## src/rtl/rotate_pkg.sv

```systemverilog
// Shared constants and types for the rotate engine: tile geometry,
// rotation encodings and the input-buffer sequencer state type.
package rotate_pkg;

  localparam int unsigned TILE_DIM      = 4;
  localparam int unsigned TILE_PIX      = 16;
  localparam int unsigned TILE_WORDS    = 12;
  localparam int unsigned BYTES_PER_PIX = 3;

  typedef enum logic [1:0] {
    ROT_0   = 2'd0,
    ROT_90  = 2'd1,
    ROT_180 = 2'd2,
    ROT_270 = 2'd3
  } rot_e;

  typedef enum logic [1:0] {
    ST_IDLE,
    ST_FILL,
    ST_DRAIN
  } state_e;

  // Byte address of the B component of source pixel s (3*s, max 45).
  function automatic logic [7:0] pix_base(input logic [3:0] s);
    return {3'b000, s, 1'b0} + {4'b0000, s};
  endfunction

endpackage

```

## src/rtl/imem_ctrl_if.sv

```systemverilog
// Handshake and address bundle between imem_ctrl, the AHB read-data path,
// input_mem and the downstream write-back stage.
interface imem_ctrl_if;

  logic       I_IMCTL_START;
  logic [1:0] I_IMCTL_ROT;
  logic       I_IMCTL_MIRROR;
  logic       I_IMCTL_RVALID;
  logic       O_IMCTL_RREADY;
  logic [7:0] O_IMCTL_IN_ADDR0;
  logic [7:0] O_IMCTL_IN_ADDR1;
  logic [7:0] O_IMCTL_IN_ADDR2;
  logic [7:0] O_IMCTL_IN_ADDR3;
  logic [7:0] O_IMCTL_OUT_ADDRB;
  logic [7:0] O_IMCTL_OUT_ADDRG;
  logic [7:0] O_IMCTL_OUT_ADDRR;
  logic       O_IMCTL_PIX_VALID;
  logic       I_IMCTL_PIX_READY;
  logic       O_IMCTL_BUSY;
  logic       O_IMCTL_DONE;

  modport slave (
    input  I_IMCTL_START, I_IMCTL_ROT, I_IMCTL_MIRROR, I_IMCTL_RVALID,
    input  I_IMCTL_PIX_READY,
    output O_IMCTL_RREADY,
    output O_IMCTL_IN_ADDR0, O_IMCTL_IN_ADDR1, O_IMCTL_IN_ADDR2, O_IMCTL_IN_ADDR3,
    output O_IMCTL_OUT_ADDRB, O_IMCTL_OUT_ADDRG, O_IMCTL_OUT_ADDRR,
    output O_IMCTL_PIX_VALID, O_IMCTL_BUSY, O_IMCTL_DONE
  );

  modport master (
    output I_IMCTL_START, I_IMCTL_ROT, I_IMCTL_MIRROR, I_IMCTL_RVALID,
    output I_IMCTL_PIX_READY,
    input  O_IMCTL_RREADY,
    input  O_IMCTL_IN_ADDR0, O_IMCTL_IN_ADDR1, O_IMCTL_IN_ADDR2, O_IMCTL_IN_ADDR3,
    input  O_IMCTL_OUT_ADDRB, O_IMCTL_OUT_ADDRG, O_IMCTL_OUT_ADDRR,
    input  O_IMCTL_PIX_VALID, O_IMCTL_BUSY, O_IMCTL_DONE
  );

endinterface

```

## src/rtl/imem_rot_addr.sv

```systemverilog
// Maps output pixel index k (row i, column j) plus rotation/mirror to the
// byte base 3*s of the source pixel in input_mem.
module imem_rot_addr
  import rotate_pkg::*;
(
  input  logic [3:0] k_i,
  input  rot_e       rot_i,
  input  logic       mirror_i,
  output logic [7:0] base_o
);

  logic [1:0] row;
  logic [1:0] col;
  logic [3:0] src;

  // For 2-bit fields 3-x is ~x, so every mapping is a bit rearrangement.
  always_comb begin
    row = k_i[3:2];
    col = mirror_i ? ~k_i[1:0] : k_i[1:0];
    unique case (rot_i)
      ROT_0:   src = {row, col};
      ROT_90:  src = {~col, row};
      ROT_180: src = ~{row, col};
      ROT_270: src = {col, ~row};
      default: src = {row, col};
    endcase
    base_o = pix_base(src);
  end

endmodule

```

## src/rtl/imem_ctrl.sv

```systemverilog
// Input pixel buffer sequencer: steers twelve read-data beats into input_mem,
// then drains sixteen rotated pixels. Optional mirror: IMCTL_MIRROR_EN.
module imem_ctrl
  import rotate_pkg::*;
#(
  parameter logic [7:0] PARK_BASE = 8'd48
)
(
  input logic        I_IMCTL_HCLK,
  input logic        I_IMCTL_HRESET,
  imem_ctrl_if.slave bus
);

`ifdef IMCTL_MIRROR_EN
  localparam bit MirrorOn = 1'b1;
`else
  localparam bit MirrorOn = 1'b0;
`endif

  state_e     state_q;
  logic [3:0] w_q;
  logic [4:0] k_q;
  rot_e       rot_q;
  logic       mirror_q;
  logic       pvalid_q;
  logic       done_q;

  logic       stall;
  logic       last_hs;
  logic [3:0] k_sel;
  logic [7:0] base;
  logic [7:0] in_base;

  assign stall   = pvalid_q && !bus.I_IMCTL_PIX_READY;
  assign last_hs = pvalid_q && bus.I_IMCTL_PIX_READY && (k_q == 5'(TILE_PIX));
  // k_q points one past the displayed pixel; a stall re-presents that pixel
  // so the buffer's output register reloads identical bytes.
  assign k_sel   = stall ? 4'(k_q - 5'd1) : k_q[3:0];

  imem_rot_addr u_rot_addr (
    .k_i      (k_sel),
    .rot_i    (rot_q),
    .mirror_i (mirror_q & MirrorOn),
    .base_o   (base)
  );

  always_ff @(posedge I_IMCTL_HCLK) begin
    if (I_IMCTL_HRESET) begin
      state_q  <= ST_IDLE;
      w_q      <= '0;
      k_q      <= '0;
      rot_q    <= ROT_0;
      mirror_q <= 1'b0;
      pvalid_q <= 1'b0;
      done_q   <= 1'b0;
    end else begin
      done_q <= 1'b0;
      unique case (state_q)
        ST_IDLE: begin
          if (bus.I_IMCTL_START) begin
            state_q  <= ST_FILL;
            w_q      <= '0;
            rot_q    <= rot_e'(bus.I_IMCTL_ROT);
            mirror_q <= bus.I_IMCTL_MIRROR;
          end
        end
        ST_FILL: begin
          if (bus.I_IMCTL_RVALID) begin
            w_q <= w_q + 4'd1;
            if (w_q == 4'(TILE_WORDS - 1)) begin
              state_q <= ST_DRAIN;
              k_q     <= '0;
            end
          end
        end
        ST_DRAIN: begin
          if (last_hs) begin
            state_q  <= ST_IDLE;
            pvalid_q <= 1'b0;
            done_q   <= 1'b1;
          end else if (!stall) begin
            pvalid_q <= 1'b1;
            k_q      <= k_q + 5'd1;
          end
        end
        default: state_q <= ST_IDLE;
      endcase
    end
  end

  always_comb begin
    in_base = PARK_BASE;
    if (state_q == ST_FILL && bus.I_IMCTL_RVALID) in_base = {2'b00, w_q, 2'b00};
  end

  assign bus.O_IMCTL_IN_ADDR0 = in_base;
  assign bus.O_IMCTL_IN_ADDR1 = in_base + 8'd1;
  assign bus.O_IMCTL_IN_ADDR2 = in_base + 8'd2;
  assign bus.O_IMCTL_IN_ADDR3 = in_base + 8'd3;

  assign bus.O_IMCTL_OUT_ADDRB = (state_q == ST_DRAIN) ? base         : 8'd0;
  assign bus.O_IMCTL_OUT_ADDRG = (state_q == ST_DRAIN) ? base + 8'd1  : 8'd1;
  assign bus.O_IMCTL_OUT_ADDRR = (state_q == ST_DRAIN) ? base + 8'd2  : 8'd2;

  assign bus.O_IMCTL_RREADY    = (state_q == ST_FILL);
  assign bus.O_IMCTL_BUSY      = (state_q != ST_IDLE);
  assign bus.O_IMCTL_PIX_VALID = pvalid_q;
  assign bus.O_IMCTL_DONE      = done_q;

endmodule

```

## src/flat_wrapper.sv

```systemverilog
// flat-port wrapper written by rule: the top's interface ports become plain ports
module imem_ctrl_flat import rotate_pkg::*;
#(
  parameter logic [7:0] PARK_BASE = 8'd48
)
  (I_IMCTL_HCLK, I_IMCTL_HRESET, bus_I_IMCTL_START, bus_I_IMCTL_ROT, bus_I_IMCTL_MIRROR, bus_I_IMCTL_RVALID, bus_I_IMCTL_PIX_READY, bus_O_IMCTL_RREADY, bus_O_IMCTL_IN_ADDR0, bus_O_IMCTL_IN_ADDR1, bus_O_IMCTL_IN_ADDR2, bus_O_IMCTL_IN_ADDR3, bus_O_IMCTL_OUT_ADDRB, bus_O_IMCTL_OUT_ADDRG, bus_O_IMCTL_OUT_ADDRR, bus_O_IMCTL_PIX_VALID, bus_O_IMCTL_BUSY, bus_O_IMCTL_DONE);
  imem_ctrl_if bus_i ();
  input logic I_IMCTL_HCLK;
  input logic I_IMCTL_HRESET;
  input wire logic [$bits(bus_i.I_IMCTL_START)-1:0] bus_I_IMCTL_START;
  input wire logic [$bits(bus_i.I_IMCTL_ROT)-1:0] bus_I_IMCTL_ROT;
  input wire logic [$bits(bus_i.I_IMCTL_MIRROR)-1:0] bus_I_IMCTL_MIRROR;
  input wire logic [$bits(bus_i.I_IMCTL_RVALID)-1:0] bus_I_IMCTL_RVALID;
  input wire logic [$bits(bus_i.I_IMCTL_PIX_READY)-1:0] bus_I_IMCTL_PIX_READY;
  output wire logic [$bits(bus_i.O_IMCTL_RREADY)-1:0] bus_O_IMCTL_RREADY;
  output wire logic [$bits(bus_i.O_IMCTL_IN_ADDR0)-1:0] bus_O_IMCTL_IN_ADDR0;
  output wire logic [$bits(bus_i.O_IMCTL_IN_ADDR1)-1:0] bus_O_IMCTL_IN_ADDR1;
  output wire logic [$bits(bus_i.O_IMCTL_IN_ADDR2)-1:0] bus_O_IMCTL_IN_ADDR2;
  output wire logic [$bits(bus_i.O_IMCTL_IN_ADDR3)-1:0] bus_O_IMCTL_IN_ADDR3;
  output wire logic [$bits(bus_i.O_IMCTL_OUT_ADDRB)-1:0] bus_O_IMCTL_OUT_ADDRB;
  output wire logic [$bits(bus_i.O_IMCTL_OUT_ADDRG)-1:0] bus_O_IMCTL_OUT_ADDRG;
  output wire logic [$bits(bus_i.O_IMCTL_OUT_ADDRR)-1:0] bus_O_IMCTL_OUT_ADDRR;
  output wire logic [$bits(bus_i.O_IMCTL_PIX_VALID)-1:0] bus_O_IMCTL_PIX_VALID;
  output wire logic [$bits(bus_i.O_IMCTL_BUSY)-1:0] bus_O_IMCTL_BUSY;
  output wire logic [$bits(bus_i.O_IMCTL_DONE)-1:0] bus_O_IMCTL_DONE;
  assign bus_i.I_IMCTL_START = bus_I_IMCTL_START;
  assign bus_i.I_IMCTL_ROT = bus_I_IMCTL_ROT;
  assign bus_i.I_IMCTL_MIRROR = bus_I_IMCTL_MIRROR;
  assign bus_i.I_IMCTL_RVALID = bus_I_IMCTL_RVALID;
  assign bus_i.I_IMCTL_PIX_READY = bus_I_IMCTL_PIX_READY;
  assign bus_O_IMCTL_RREADY = bus_i.O_IMCTL_RREADY;
  assign bus_O_IMCTL_IN_ADDR0 = bus_i.O_IMCTL_IN_ADDR0;
  assign bus_O_IMCTL_IN_ADDR1 = bus_i.O_IMCTL_IN_ADDR1;
  assign bus_O_IMCTL_IN_ADDR2 = bus_i.O_IMCTL_IN_ADDR2;
  assign bus_O_IMCTL_IN_ADDR3 = bus_i.O_IMCTL_IN_ADDR3;
  assign bus_O_IMCTL_OUT_ADDRB = bus_i.O_IMCTL_OUT_ADDRB;
  assign bus_O_IMCTL_OUT_ADDRG = bus_i.O_IMCTL_OUT_ADDRG;
  assign bus_O_IMCTL_OUT_ADDRR = bus_i.O_IMCTL_OUT_ADDRR;
  assign bus_O_IMCTL_PIX_VALID = bus_i.O_IMCTL_PIX_VALID;
  assign bus_O_IMCTL_BUSY = bus_i.O_IMCTL_BUSY;
  assign bus_O_IMCTL_DONE = bus_i.O_IMCTL_DONE;
  imem_ctrl #(.PARK_BASE(PARK_BASE)) u_core (.I_IMCTL_HCLK(I_IMCTL_HCLK), .I_IMCTL_HRESET(I_IMCTL_HRESET), .bus(bus_i));
endmodule
```

## config.mk

```make
export PLATFORM = sky130hd
export DESIGN_NAME = imem_ctrl_flat
export DESIGN_NICKNAME = d
export VERILOG_FILES = /design/src/rtl/rotate_pkg.sv /design/src/rtl/imem_ctrl_if.sv /design/src/rtl/imem_rot_addr.sv /design/src/rtl/imem_ctrl.sv /design/src/flat_wrapper.sv
export SDC_FILE = /design/constraint.sdc
export NUM_CORES = 1
export LEC_CHECK = 0
export CAP_MARGIN = 20
export CORE_ASPECT_RATIO = 0.6
export CORE_MARGIN = 4
export CORE_UTILIZATION = 47
export DETAILED_ROUTE_END_ITERATION = 6
export PLACE_DENSITY = 0.95
export SYNTH_ARGS = -nofsm -noshare
export SYNTH_HDL_FRONTEND = slang
export SYNTH_SLANG_ARGS = --single-unit
```

## constraint.sdc

```tcl
create_clock -name I_IMCTL_HCLK -period 10.15 [get_ports I_IMCTL_HCLK]
set_input_delay 2.03 -clock I_IMCTL_HCLK [delete_from_list [all_inputs] [get_ports I_IMCTL_HCLK]]
set_output_delay 2.03 -clock I_IMCTL_HCLK [all_outputs]
set_load 0.02 [all_outputs]
```

Word-level counts from Yosys, hierarchy flattened
Index checks and enable logic that the tools add are counted.
W data, S select, Z words.
{"block": "word_totals", "output_inout_bits": 60, "register_bits": 15, "in_bits": 8, "word_cells": 71}
{"block": "classes", "n_addsub": 9, "bitwise": 4, "eq_ne": 14, "reduce_logical": 16, "mux": 22}
{"op": "$add A6 B2 Y7 const B", "n": 3}
{"op": "$mux W5", "n": 4}
{"op": "$mux W8", "n": 2}
{"op": "$pmux W4 S4", "n": 1}
{"op": "$add A6 B1 Y7 const B", "n": 2}
{"op": "$mux W4", "n": 3}
{"op": "$mux W6", "n": 2}
{"op": "$ne A2 B2 Y1 const B", "n": 5}
{"op": "$pmux W5 S2", "n": 1}
{"op": "$mux W2", "n": 4}
{"op": "$pmux W4 S2", "n": 1}
{"op": "$add A5 B4 Y6", "n": 1}
{"op": "$eq A2 B2 Y1 const B", "n": 3}
{"op": "$pmux W2 S3", "n": 1}
{"op": "$reduce_bool A2 Y1", "n": 3}
{"op": "$add A5 B1 Y5 const B", "n": 1}
{"op": "$eq A5 B5 Y1 const B", "n": 1}
{"op": "$reduce_and A5 Y1", "n": 1}
{"op": "$add A4 B1 Y4 const B", "n": 1}
{"op": "$eq A2 B1 Y1 const B", "n": 2}
{"op": "$eq A4 B4 Y1 const B", "n": 1}
{"op": "$logic_and A1 B1 Y1", "n": 4}
{"op": "$logic_not A2 Y1", "n": 2}
{"op": "$ne A2 B1 Y1 const B", "n": 2}
{"op": "10 further kinds", "n": 14}

Longest topological paths before layout
Gate-level depths: netlist of the first run.
{"block": "depth", "word_depth": 8, "depth_mapped": 14}

Hierarchy
Synthesis of the first run repeated with hierarchy kept, for this count alone.
{"block": "unflattened", "hier_cells": 214, "hier_area_um2": 1690.4}
{"mod": "imem_ctrl", "area_per_inst_um2": 1427.6, "n_inst": 1, "cells_each": 182}
{"mod": "imem_rot_addr", "area_per_inst_um2": 262.8, "n_inst": 1, "cells_each": 32}

Worst setup path after synthesis of the first run
No wires, ideal clock.
{"block": "synth_timing", "kind": "in2out", "start": "in bus_I_IMCTL_PIX_READY", "end": "out bus_O_IMCTL_OUT_ADDRG[6]", "path_slack_ps": 3308, "t_arrival_ps": 4812, "cell_stages": 12, "cell_sequence": "or3_4 -> o21a_4 -> nor3b_1 -> nor2_1 -> xor2_1 -> ha_1 -> inv_1 -> fa_1 -> xnor2_1 -> and2_1 -> nand2_1 -> nor3_1"}
{"block": "synth_between", "elab_chain_len": 8, "elab_cells_between_ends": 10, "cone_classes": "add/sub: 2; mux: 3; bitwise: 3; reduce/logical: 2"}
{"element": "start, declared", "line_no": "flat_wrapper.sv:14", "source": "input wire logic [$bits(bus_i.I_IMCTL_PIX_READY)-1:0] bus_I_IMCTL_PIX_READY;"}
{"element": "$logic_not A1 Y1 (*)", "line_no": "imem_ctrl.sv:34", "source": "assign stall = pvalid_q && !bus.I_IMCTL_PIX_READY;"}
{"element": "$logic_and A1 B1 Y1 (*)", "line_no": "imem_ctrl.sv:34"}
{"element": "$mux W4 (*)", "line_no": "imem_ctrl.sv:38", "source": "assign k_sel = stall ? 4'(k_q - 5'd1) : k_q[3:0];"}
{"element": "$not A2 Y2 (tied with other cells)", "line_no": "imem_rot_addr.sv:24", "source": "ROT_270: src = {col, ~row};"}
{"element": "$pmux W4 S4 (*)", "line_no": "imem_rot_addr.sv:20", "source": "unique case (rot_i)"}
{"element": "$add A5 B4 Y6 (*)", "line_no": "rotate_pkg.sv:25", "source": "return {3'b000, s, 1'b0} + {4'b0000, s};"}
{"element": "$add A6 B1 Y7 (*)", "line_no": "imem_ctrl.sv:102", "source": "assign bus.O_IMCTL_OUT_ADDRG = (state_q == ST_DRAIN) ? base + 8'd1 : 8'd1;"}
{"element": "$mux W8 (*)", "line_no": "imem_ctrl.sv:102"}
{"element": "end, declared", "line_no": "flat_wrapper.sv:21", "source": "output wire logic [$bits(bus_i.O_IMCTL_OUT_ADDRG)-1:0] bus_O_IMCTL_OUT_ADDRG;"}
Every way passes the cells marked *; elsewhere a longest branch is shown, timed or not.

Final worst setup path of the first run
{"block": "layout_timing", "start": "in bus_I_IMCTL_PIX_READY", "end": "out bus_O_IMCTL_OUT_ADDRG[4]"}
Same word-level chain as after synthesis.

==> flow_summary.toml, run 1 <==
[layout]
regArea_um2 = 300
multi_input_area_um2 = 1060
syn_to_final_growth_pct = 22.5
drive_above_1_share_pct = 6.84
final_common_cell = "clkdlybuf4s50_1"
nNetsFinal = 257
fill_cells = 285
diodes = 0
mostFrequentLayoutCells = "46 x clkdlybuf4s50_1, 20 x conb_1, 16 x nor2_1"

[global_route]
grtUsageTotal_pct = 16.7
grt_pass1_vias = 1271
grt_pass1_wl_um = 6080
grt_max_degree = 23
antenna_found_initial = 0
overflow = 0

[die]
rows = 16
fp.dieArea_um2 = 4480
boundaryPins = 68
start_util_pct = 49.3
fp.coreArea_um2 = 3280
die_width_um = 83.7
die_h_um = 53.4

[critical_path]
cp-startpoint = "bus_I_IMCTL_PIX_READY"
critPathSlowestCell = "clkdlybuf4s50_1"
rr_worst_depth = 8
critical_path_cell_count = 15
critical-path-top-delay-family = "simple AND/OR/NAND/NOR gates"
required_ps = 8120
reg2reg_slack_ps = 8170
cp-endpoint = "bus_O_IMCTL_OUT_ADDRG[4]"
r2r_end = "u_core.k_q[0]$_SDFFE_PP0P_"
crit_fanout = 6
slowest_delay_ps = 600
cp_cell_sequence = "clkdlybuf4s50_1 -> or3_4 -> o21a_4 -> nor3b_1 -> nor2_1 -> xor2_1 -> ha_1 -> inv_1 -> fa_1 -> xnor2_1 -> and2_1 -> nand2_1 -> xnor2_1 -> and2_1 -> clkdlybuf4s50_1"
timing.critical_path.to_type = "primary output"
reg2reg_from = "u_core.k_q[0]$_SDFFE_PP0P_"
crit_path_start_kind = "input pin"
timing_worst_setup_path_type = "in2out"
cp.arrival_ps = 6240
crit_buf_inv = 3

[power_and_ir_drop]
combPwrFrac_pct = 58.5
total_power_w = 0.000289
p_sw_w = 0.000128
power.leakage_nw = 0.852
power_density_nw_per_um2 = 146
internal_power_w = 0.000161
swShare_pct = 44.2
pwr-share-clk_pct = 17.0
vdd_ir_drop_max_uv = 101
seqPwrFrac_pct = 24.5

[synthesis]
synthArstFlopShare_pct = 0
ys_top_cells_by_area = "dfxtp_1 19%, buf_4 15%, ha_1 10%"
syn_area_per_cell_um2 = 7.93
yosysUniqueCellTypes = 45
yosysTopAreaCell = "dfxtp_1"
syn-cell-area_um2 = 1620
synth-edff-count = 0
yosysWarnings = 0
synth_top_area_share_pct = 18.6
synth_ff_type = "dfxtp_1"
ys_seq_elements = 15
yosysSeqAreaShare_pct = 18.6
syn_inst = 204

[clocking]
root_buffer = "clkbuf_8"
postCtsHoldBufs = 0
htree_num_levels = 1
cts_max_path_buffers = 2
cts.clk_slew.worst_paths_ps = 60
cts_made_buffers = 3
clk_latency_ps = 250
cts_setup_buffers = 0
clkSinkCount = 15
cts-resized-gates = 0
cts_tree = "built"

[timing]
min_period_ps = 8270
rsz0062_at_grt = "no"
relSlewSlack_pct = 56.9
drv_slew = 0
skew_ps = 1.91
setup_viol = 0
hold_viol_final = 0
tightest_slew_ps = 647
fin_tns_setup_ps = 0
fmax_mhz = 121
post-route-period-util_pct = 81.5

[routing]
wl_met3_um = 260
wl_met2_um = 1810
drt_iter0_drc = 82
routed_via_density = 4.92
wl_per_cell_um = 13.4
via_count = 1373
dr.max_layer_used = "met4"
ant_nets = 0
routed_wl_um = 3740
m1WireLength_um = 1640
dr.pass1.iters = 4
drc = 0

[outcome]
outcome = "complete, no violations"

[job]
max_cap_violations = 0

[placement]
numPortBuffers = 46
hpwlAfterDp_um = 3090
place.gp.congestion = 0.832

[worst_hold_path]
min_path_type = "reg2reg"
==> final cells by class <==
class | instances | share of cell area (%)
Tap cell | 45 | 2.84
Clock buffer | 3 | 2.08
Sequential cell | 15 | 15.2
Multi-Input combinational cell | 154 | 53.6
Clock inverter | 1 | 0.253
Inverter | 15 | 2.84
Timing Repair Buffer | 46 | 23.2
==> tightest hold or removal path, stage by stage, from the launching register on <==
cell and delay [ps]:
dfxtp_1 340, nand2b_1 80, a21oi_1 60
==> power by group through the flow <==
stage / sequential (W) / clock (W) / combinational [W]
finish: 0.0000708 / 0.0000491 / 0.000169
global route: 0.0000711 / 0.0000529 / 0.000187
detailed placement: 0.0000717 / 0 / 0.000168
CTS: 0.0000705 / 0.0000505 / 0.000169
global placement: 0.0000710 / 0 / 0.000161
floorplan: 0.0000687 / 0 / 0.000133
==> synth_stat cells (all sizes together) (2+ instances only) <==
cell type and n:
nand4 4, buf 33, xnor2 10, mux2i 4, nand3 6, and3 2, conb 2, a211oi 2
nor2 16, nor2b 2, nor3 2, clkbuf 5, o21ai 4, nand2 12, a21oi 10, dfxtp 15
nor3b 2, a31oi 2, and2 9, inv 15, ha 13, xor2 8, nand2b 4, o21a 2
o21bai 2, or2 3
==> per-stage QoR <==
stage / cell area (um2) / hold slack (ps) / cells / util, % / worst slack [ps]
2_1_floorplan: 1690 / 471 / 222 / - / 3310
3_5_place_dp: 1940 / 514 / 275 / 59.0 / 1920
6_report: 1980 / 526 / 279 / 60.4 / 1880
3_3_place_gp: 1940 / 490 / 275 / 59.0 / 2070
4_1_cts: 1980 / 530 / 279 / 60.4 / 1900
5_1_grt: 1980 / 555 / 279 / 60.4 / 1620
==> flip-flops by register name, summed over array words and instances, names as in the netlist <==
name                          flops
u_core.rot_q                      2
u_core.bus.O_IMCTL_PIX_VALID      1
u_core.k_q                        5
u_core.bus.O_IMCTL_DONE           1
u_core.state_q                    2
u_core.w_q                        4
==> cells by family (layout without fill, tap and decap cells) <==
logic type               count (synthesis)  count (layout)  share of synthesized area [%]
XOR/XNOR                                18              18                           10.2
AND/OR/NAND/NOR                         70              70                           24.6
other                                    2              20                          0.464
flip-flops                              15              15                           18.6
adder cells (fa/ha/maj)                 14              14                           11.3
buffers and inverters                   53              65                           20.0
multiplexers                             5               5                           3.17
AO/OA/AOI/OAI                           27              27                           11.8
==> layer usage <==
layer  up-vias  track usage [%]
met2        47             27.0
met1       640             22.5
met4         0             3.48
met5         -                0
met3         4             4.35
li1        682                -
==> worst min-delay path by stage <==
stage / from / endpoint / cells after the start
after floorplan: u_core.w_q[1]$_SDFFE_PP0P_ / u_core.w_q[1]$_SDFFE_PP0P_ / 2
after global placement: u_core.w_q[1]$_SDFFE_PP0P_ / u_core.w_q[1]$_SDFFE_PP0P_ / 2
after CTS: u_core.k_q[4]$_SDFFE_PP0P_ / u_core.k_q[4]$_SDFFE_PP0P_ / 2
final: u_core.w_q[1]$_SDFFE_PP0P_ / u_core.w_q[1]$_SDFFE_PP0P_ / 2
after global routing: u_core.w_q[1]$_SDFFE_PP0P_ / u_core.w_q[1]$_SDFFE_PP0P_ / 2
after detailed placement: u_core.k_q[4]$_SDFFE_PP0P_ / u_core.k_q[4]$_SDFFE_PP0P_ / 2
Power figures use the tool's default switching activity.
==> inputs of run 2 (changes only) <==
--- a/config.mk
+++ b/config.mk
@@ -8,9 +8,9 @@
 export CAP_MARGIN = 20
 export CORE_ASPECT_RATIO = 0.6
 export CORE_MARGIN = 4
-export CORE_UTILIZATION = 47
+export CORE_UTILIZATION = 39
 export DETAILED_ROUTE_END_ITERATION = 6
-export PLACE_DENSITY = 0.95
+export PLACE_DENSITY = 0.87
 export SYNTH_ARGS = -nofsm -noshare
 export SYNTH_HDL_FRONTEND = slang
 export SYNTH_SLANG_ARGS = --single-unit
==> constraint.sdc (replaced) <==
create_clock -name I_IMCTL_HCLK -period 6.7 [get_ports I_IMCTL_HCLK]
set_input_delay 1.34 -clock I_IMCTL_HCLK [delete_from_list [all_inputs] [get_ports I_IMCTL_HCLK]]
set_output_delay 1.34 -clock I_IMCTL_HCLK [all_outputs]
set_load 0.02 [all_outputs]
==> run 2 against run 1 <==
Worst setup slack worse by 1600 ps. Global-route usage down 3.5 points. First-iteration DRC count is 33% higher. Clock skew up 2.2 ps. Combinational power increased by 54%. Wire length decreased by 2.9%. Cell count grew 1.1%. Via count shrank 3.5%. Largest cell class unchanged.
==> flow_summary.toml, run 2 (same netlist as run 1, synthesis figures left out) <==
[outcome]
outcome = "complete, no violations"

[clocking]
root_buffer = "clkbuf_8"
cts_max_path_buffers = 2
clk_latency_ps = 250
htree_num_levels = 1
postCtsHoldBufs = 0
cts_setup_buffers = 0
cts-resized-gates = 0
cts.clk_slew.worst_paths_ps = 70
clkSinkCount = 15
cts_tree = "built"
cts_made_buffers = 3

[critical_path]
reg2reg_from = "u_core.k_q[0]$_SDFFE_PP0P_"
reg2reg_slack_ps = 4680
required_ps = 5360
r2r_end = "u_core.k_q[4]$_SDFFE_PP0P_"
rr_worst_depth = 8
cp.arrival_ps = 5090
timing.critical_path.to_type = "primary output"
timing_worst_setup_path_type = "in2out"
crit_fanout = 6
crit_path_start_kind = "input pin"

[die]
die_width_um = 91.2
rows = 17
start_util_pct = 42.3
fp.dieArea_um2 = 5280
boundaryPins = 68
fp.coreArea_um2 = 3830
die_h_um = 57.9

[layout]
mostFrequentLayoutCells = "45 x clkdlybuf4s50_1, 20 x conb_1, 16 x nor2_1"
drive_above_1_share_pct = 7.66
diodes = 0
top_regs = "u_core.k_q: 5 flops, u_core.w_q: 4 flops"
syn_to_final_growth_pct = 23.7
largest-register = "u_core.k_q"
largest_register_ffs = 5
fill_cells = 338
final_common_cell = "clkdlybuf4s50_1"
nNetsFinal = 258

[global_route]
met2_usage_pct = 19.9
grt_max_degree = 23
grt_pass1_vias = 1168
overflow = 0
grtUsageMet1_pct = 19.2
grtUsageTotal_pct = 13.2
top_usage_layer = "met2"
grt_pass1_wl_um = 5720
grt_use_met3_pct = 3.37
antenna_found_initial = 0

[timing]
tightest_slew_ps = 695
fin_tns_setup_ps = 0
hold_viol_final = 0
setup_viol = 0
skew_ps = 4.13
whs_ps = 516
post-route-period-util_pct = 96.0
fmax_mhz = 155
min_period_ps = 6430
rsz0062_at_grt = "no"
drv_slew = 0
relSlewSlack_pct = 53.7

[placement]
place.gp.congestion = 0.804
hpwlAfterDp_um = 3000
numPortBuffers = 46

[power_and_ir_drop]
power.leakage_nw = 0.876
vdd_ir_drop_max_uv = 115
power_density_nw_per_um2 = 221

[routing]
wl_per_cell_um = 12.9
drc = 0
drt_iter0_drc = 109
ant_nets = 0
routed_wl_um = 3630
via_count = 1325
dr.pass1.iters = 4
routed_via_density = 4.70

[worst_hold_path]
min_to = "u_core.w_q[1]$_SDFFE_PP0P_"
min_from = "u_core.w_q[1]$_SDFFE_PP0P_"
min_path_type = "reg2reg"
hold-path-cell-count = 2

[job]
max_cap_violations = 0
## run 2: critical path: stages
cell and delay (ps):
clkdlybuf4s50_1 510, or3_4 380, o21a_4 210, nor3b_1 200
nor2_1 90, xor2_2 230, ha_1 230, inv_1 70
fa_1 530, inv_1 80, ha_1 260, nand4_1 120
mux2i_1 210, clkdlybuf4s50_1 630
## run 2: cell type report
cell class | instances | area (um2) | share of cell area (%)
sequential | 15 | 300 | 15.0
clock inverter | 1 | 5.00 | 0.250
inverter | 15 | 56.3 | 2.81
multi-input combinational | 154 | 1070 | 53.4
clock buffer | 3 | 41.3 | 2.06
tap | 47 | 58.8 | 2.94
timing repair buffer | 47 | 470 | 23.5
## run 2: where the power goes
| group | switching (W) | internal [W] |
|---|---|---|
| sequential | 0.0000103 | 0.0000961 |
| clock | 0.0000335 | 0.0000412 |
| combinational | 0.000149 | 0.000111 |
## run 2: worst max path at each step
stage | startpoint | to | slack [ps] | cells after the start
after floorplan | bus_I_IMCTL_PIX_READY | bus_O_IMCTL_OUT_ADDRG[6] | 1240 | 12
after global placement | bus_I_IMCTL_PIX_READY | bus_O_IMCTL_OUT_ADDRG[3] | 270 | 15
after detailed placement | bus_I_IMCTL_PIX_READY | bus_O_IMCTL_OUT_ADDRG[3] | 150 | 15
after CTS | bus_I_IMCTL_PIX_READY | bus_O_IMCTL_OUT_ADDRG[3] | 120 | 15
after global routing | bus_I_IMCTL_PIX_READY | bus_O_IMCTL_OUT_ADDRG[4] | 30 | 15
final | bus_I_IMCTL_PIX_READY | bus_O_IMCTL_OUT_ADDRG[5] | 270 | 14
## run 2: routing by layer
metal / vias to the layer above / wire (um)
met4: 0 / 6
met3: 2 / 186
li1: 683 / -
met1: 609 / 1800
met2: 31 / 1650
met5: - / 0
## run 2: per-stage QoR
step | instances | util, % | power, W | setup slack (ps) | area [um2]
6_report | 282 | 52.3 | 0.000442 | 267 | 2000
5_1_grt | 282 | 52.3 | 0.000472 | 31.1 | 2000
4_1_cts | 282 | 52.0 | 0.000441 | 116 | 1990
3_5_place_dp | 278 | 50.8 | 0.000367 | 154 | 1950
3_3_place_gp | 278 | 50.8 | 0.000359 | 267 | 1950
2_1_floorplan | 222 | - | 0.000305 | 1240 | 1690
